--- src/rtl/morse_uart_tx.sv ---
// UART 8N1 transmitter for decoded Morse characters, fed through a small FIFO.
// The FIFO is popped straight into the shift register; tx is registered one cycle behind the FSM.
`timescale 1ns/1ps
module morse_uart_tx #(
   parameter int CLKS_PER_BIT = 16,
   parameter int FIFO_DEPTH   = 4
) (
   input  logic                          clk,
   input  logic                          rst,
   input  logic [7:0]                    char_in,
   input  logic                          char_valid,
   output logic                          tx,
   output logic                          busy,
   output logic                          fifo_full,
   output logic                          overflow,
   output logic [$clog2(FIFO_DEPTH):0]   fifo_count
);

   localparam int AW = $clog2(FIFO_DEPTH);
   localparam int CW = $clog2(CLKS_PER_BIT);
   localparam logic [CW-1:0] CNT_LAST = CW'(CLKS_PER_BIT - 1);
   localparam logic [AW:0]   DEPTH    = (AW + 1)'(FIFO_DEPTH);

   typedef enum logic [1:0] {IDLE, START, DATA, STOP} state_t;

   logic [7:0]    mem_q [FIFO_DEPTH];
   logic [AW-1:0] wr_ptr_q, rd_ptr_q;
   logic [AW:0]   count_q, count_d;
   logic          overflow_q;

   state_t        state_q, state_d;
   logic [CW-1:0] cnt_q, cnt_d;
   logic [2:0]    idx_q, idx_d;
   logic [7:0]    shift_q, shift_d;
   logic          tx_q, tx_d;

   logic          full, push, pop, bit_done;

   assign full     = (count_q == DEPTH);
   // A pop in the same cycle frees a slot, so a full FIFO can still accept.
   assign push     = char_valid && (!full || pop);
   assign bit_done = (cnt_q == CNT_LAST);

   always_comb begin
      state_d = state_q;
      cnt_d   = cnt_q;
      idx_d   = idx_q;
      shift_d = shift_q;
      pop     = 1'b0;
      tx_d    = 1'b1;
      case (state_q)
         IDLE: begin
            cnt_d = '0;
            if (count_q != '0) begin
               pop     = 1'b1;
               shift_d = mem_q[rd_ptr_q];
               state_d = START;
            end
         end
         START: begin
            tx_d = 1'b0;
            if (bit_done) begin
               cnt_d   = '0;
               idx_d   = 3'd0;
               state_d = DATA;
            end else begin
               cnt_d = cnt_q + CW'(1);
            end
         end
         DATA: begin
            tx_d = shift_q[idx_q];
            if (bit_done) begin
               cnt_d = '0;
               if (idx_q == 3'd7) state_d = STOP;
               else               idx_d   = idx_q + 3'd1;
            end else begin
               cnt_d = cnt_q + CW'(1);
            end
         end
         STOP: begin
            tx_d = 1'b1;
            if (bit_done) begin
               cnt_d = '0;
               if (count_q != '0) begin
                  pop     = 1'b1;
                  shift_d = mem_q[rd_ptr_q];
                  state_d = START;
               end else begin
                  state_d = IDLE;
               end
            end else begin
               cnt_d = cnt_q + CW'(1);
            end
         end
         default: state_d = IDLE;
      endcase
   end

   always_comb begin
      count_d = count_q;
      case ({push, pop})
         2'b10:   count_d = count_q + (AW + 1)'(1);
         2'b01:   count_d = count_q - (AW + 1)'(1);
         default: count_d = count_q;
      endcase
   end

   // Storage is not reset; emptying the pointers discards its contents.
   always_ff @(posedge clk) begin
      if (push) mem_q[wr_ptr_q] <= char_in;
   end

   always_ff @(posedge clk or posedge rst) begin
      if (rst) begin
         wr_ptr_q   <= '0;
         rd_ptr_q   <= '0;
         count_q    <= '0;
         overflow_q <= 1'b0;
         state_q    <= IDLE;
         cnt_q      <= '0;
         idx_q      <= 3'd0;
         shift_q    <= 8'h00;
         tx_q       <= 1'b1;
      end else begin
         if (push) wr_ptr_q <= wr_ptr_q + AW'(1);
         if (pop)  rd_ptr_q <= rd_ptr_q + AW'(1);
         count_q <= count_d;
         if (char_valid && full && !pop) overflow_q <= 1'b1;
         state_q <= state_d;
         cnt_q   <= cnt_d;
         idx_q   <= idx_d;
         shift_q <= shift_d;
         tx_q    <= tx_d;
      end
   end

   assign tx         = tx_q;
   assign busy       = (state_q != IDLE) || (count_q != '0);
   assign fifo_full  = full;
   assign overflow   = overflow_q;
   assign fifo_count = count_q;

endmodule

--- config.mk ---
export PLATFORM = sky130hd
export DESIGN_NAME = morse_uart_tx
export DESIGN_NICKNAME = d
export VERILOG_FILES = /design/src/rtl/morse_uart_tx.sv
export SDC_FILE = /design/constraint.sdc
export NUM_CORES = 1
export LEC_CHECK = 0
export ABC_AREA = 1
export BUFFER_PORTS_ARGS = -buffer_cell sky130_fd_sc_hd__buf_2
export CORE_ASPECT_RATIO = 1.4
export CORE_MARGIN = 5
export CORE_UTILIZATION = 46
export CTS_BUF_LIST = sky130_fd_sc_hd__clkbuf_8
export DETAILED_ROUTE_END_ITERATION = 7
export GPL_ROUTABILITY_DRIVEN = 1
export GPL_TIMING_DRIVEN = 0
export HOLD_SLACK_MARGIN = 0.12
export PLACE_DENSITY = 0.71
export SYNTH_ARGS = -nofsm -noshare
export SYNTH_HDL_FRONTEND = slang
export SYNTH_SLANG_ARGS = --single-unit
--- constraint.sdc ---
create_clock -name clk -period 5.5 [get_ports clk]
set_clock_uncertainty 0.2 [all_clocks]
set_input_delay 0.275 -clock clk [delete_from_list [all_inputs] [get_ports clk]]
set_output_delay 0.275 -clock clk [all_outputs]
set_load 0.02 [all_outputs]
==> parameters.txt <==
Parameter                              Value

Timing
  Final-layout setup total negative slack    0 ps
  Actual transition at the worst max-transition pin    roughly 990 ps
  Rel. slew slack    33.84%
  Highest Clock Rate    around 420 MHz
  Final Hold Viols    0
  Count of pins over their slew limit    0
  Fin crit share    43.69%
  Final number of setup-violating endpoints    0
  Clock period minus final worst setup slack    approximately 2400 ps
  Setup repair after global routing missed its margin    no

Floorplanning
  Starting utilization of the core area    a little under half
  Die Span Y    ~100 um
  Die area    between 0.007 and 0.008 mm2
  Core region area    0.005781 mm2
  DIE WIDTH    approximately 75 um
  I/O pins    18
  Core Rows    33

Critical path
  Cell with the most instances on the worst path    nand2_4
  Type of the worst setup path    reg2reg
  Required time at the worst-slack endpoint    5260 ps
  Register-to-register path setup slack    3100 ps
  Ordered list of cells on the worst path    inv_1 > ha_1 > inv_1 > nand2_4 > nand2_4 > nand2_4 > nor2_1
  Maximum net fanout on the critical path    8
  Data arrival, critical path    between 2000 and 2500 ps
  Worst Reg2Reg Path Length in Cells    7
  Reg-to-Reg Start    state_q[0]
  Worst Setup Start Kind    register
  Type of element capturing the critical path    register
  Master of the slowest instance on the critical path    nor2_1
  R2r endpoint    mem_q[1][7]
  Worst path max stage delay    approximately 610 ps

Yosys
  Share of flip-flops with an asynchronous set or reset    between 40% and 50%
  Top_reg_cell synth    edfxtp_1
  Post-Syn Nets    around 270
  Number of enable-type register cells in the synthesized netlist    32
  Synthesized flop and latch total    58
  Commonest cells in the netlist    edfxtp_1, nor2_1, inv_1
  Gate count of the mapped netlist    243
  Register area share after synthesis    around three fifths
  Largest cells by area after synthesis    edfxtp_1, dfrtp_1, ha_1
  Avg Inst Size Synth    around 11 um2
  Number of warnings printed during yosys synthesis    0
  Share of Yosys cell area claimed by the top area cell type    roughly 36%
  Distinct cells, synth    37
  Cell type contributing the most total cell area after synthesis    edfxtp_1
  Area of the mapped netlist    ~0.0027 mm2

Power
  Maximum vdd ir drop    between 200 and 300 uV
  Power per cell area    roughly 370 mW/mm2
  Total Power    ~1.2 mW
  Leakage power summed over all cells    1.354 nW

Finish
  Final #Nets    approximately 310
  Relative area change from synthesis to final layout    17.87%
  Fraction of final layout cells with drive strength greater than 1    about 20%
  Count of filler cells inserted in the layout    between 500 and 600
  Antenna diode count    0

Min path
  Startpoint of the worst hold path    overflow
  Instance count along the most critical hold path    1
  Hold WC Path Type    reg2reg
  Worst min-delay path endpoint    overflow

Global route
  Largest net degree at the start of global routing    27
  Global-route wire length before repair    a little over 8000 um
  Number of global-route vias before repair    ~1.8k
  GRT overflow    0
  Global-route usage over all layers    14.70%
  Number of antenna violations at the first check in global routing    0

Clocking
  CTS sink cnt    58
  Setup Fix Bufs, Post-CTS    0
  Clk buf depth    2
  Skew-Pair Late Insertion Delay    around 330 ps
  Clock Pin Slew Worst Setup and Hold Paths    about 70 ps
  H-Tree Depth    3
  Total CTS buffers    9
  CTS tree    built
  Number of cells upsized or downsized after cts    0
  Clk Tree Root Cell    clkbuf_8

Place
  Routability cong.    slightly below 0.8
  Number of port buffers    17
  Post-detailed-placement half-perimeter wirelength    3350 um

Drt
  Number of design rule violations left after detail routing    0
  Routed wl met3    about 150 um
  Average routed wire per standard cell    around 13 um
  WL final    ~4700 um
  First-pass iteration count of the detailed router    5
  Wire length the detailed router placed on met1    1904 um
  Detail Route Antenna Nets    0
  Top Layer Used    met4
  Starting DRC count in detailed routing    65
  Vias per std cell    between 5 and 6
  Total via count in the routed design    ~1.8k
  Detailed-routed wire length on met2    between 2000 and 3000 um

Outcome
  Outcome    completed

Job
  Total of max-cap violations    0
[kinds of logic after synthesis]
family	share of synthesized area [%]
AND/OR/NAND/NOR	14.62
buffers and inverters	6.218
XOR/XNOR	0.9747
adder cells (fa/ha/maj)	6.311
AO/OA/AOI/OAI	12.07
flip-flops	59.81
[per-stage QoR]
| step | instances | hold slack, ps | instance area, um2 | setup WS, ps | utilization, % |
|---|---|---|---|---|---|
| 6_report | 356 | 281.3 | 3178 | 3097 | 54.98 |
| 5_1_grt | 356 | 317.5 | 3178 | 2911 | 54.98 |
| 4_1_cts | 356 | 289.0 | 3178 | 3044 | 54.98 |
| 3_5_place_dp | 330 | 269.4 | 2869 | 3068 | 49.63 |
| 3_3_place_gp | 330 | 257.2 | 2869 | 3107 | 49.63 |
| 2_1_floorplan | 243 | 114.3 | 2696 | 3442 | - |
[repair_timing]
item | CTS | global route
setup endpoints to repair | 0 | 0
hold buffers | 10 | 0
endpoints found under the hold margin | 60 | 0
[worst max path at each step]
stage               start     endpoint  slack [ps]  cells after the start
6_report       state_q[0]  mem_q[1][7]        3100                      7
5_1_grt        state_q[1]  mem_q[0][6]        2910                      7
4_1_cts        state_q[0]  mem_q[3][6]        3040                      7
3_5_place_dp     cnt_q[0]  mem_q[3][5]        3070                      9
3_3_place_gp     cnt_q[0]  mem_q[3][1]        3110                      9
2_1_floorplan  state_q[0]  mem_q[0][0]        3440                      7
[power breakdown]
| group | internal, mW | switching (mW) |
|---|---|---|
| registers | 0.532 | 0.0264 |
| logic | 0.0722 | 0.142 |
| clock network | 0.250 | 0.162 |
[layout make-up]
class,instances,area (um2),area share (%)
Buffer,7,43.79,1.378
Clock buffer,9,123.9,3.898
Clock inverter,7,85.08,2.677
Inverter,33,123.9,3.898
Multi-Input combinational cell,145,915.9,28.82
Sequential cell,58,1613,50.75
Tap cell,70,87.58,2.756
Timing Repair Buffer,27,185.2,5.827
[state kept, by name, summed over array words and instances, names as in the netlist]
name        flops
cnt_q           4
fifo_count      3
idx_q           3
mem_q          32
overflow        1
rd_ptr_q        2
shift_q         8
state_q         2
tx              1
wr_ptr_q        2
[worst max-delay path, delay by kind of cell (launching register included)]
family / cells / cell delay (ps)
buffers and inverters: 2 / 320
flip-flops: 1 / 410
adder cells (fa/ha/maj): 1 / 250
AND/OR/NAND/NOR: 4 / 850
[metal layers]
metal / track usage, % / vias to the layer above
met5: 0 / -
met2: 25.19 / 18
li1: - / 902
met1: 15.99 / 861
met4: 7.808 / 0
met3: 4.291 / 10
[layout by cell type, fill, tap and decap left out, drive strengths merged]
cell         count
o21ai           28
o211ai           1
nor3             2
fa               1
nand2           27
clkbuf          11
bufinv           2
ha              12
nand3           10
o21bai           1
xor2             3
o22ai            1
buf             22
o32ai            8
dfrtp           25
or2              1
dlygate4sd3     10
nand4            3
inv             33
clkinv           5
a21oi           11
o31ai            1
edfxtp          32
dfstp            1
o221ai           1
nor2            34
No activity file was read; power rests on OpenSTA's default activity.
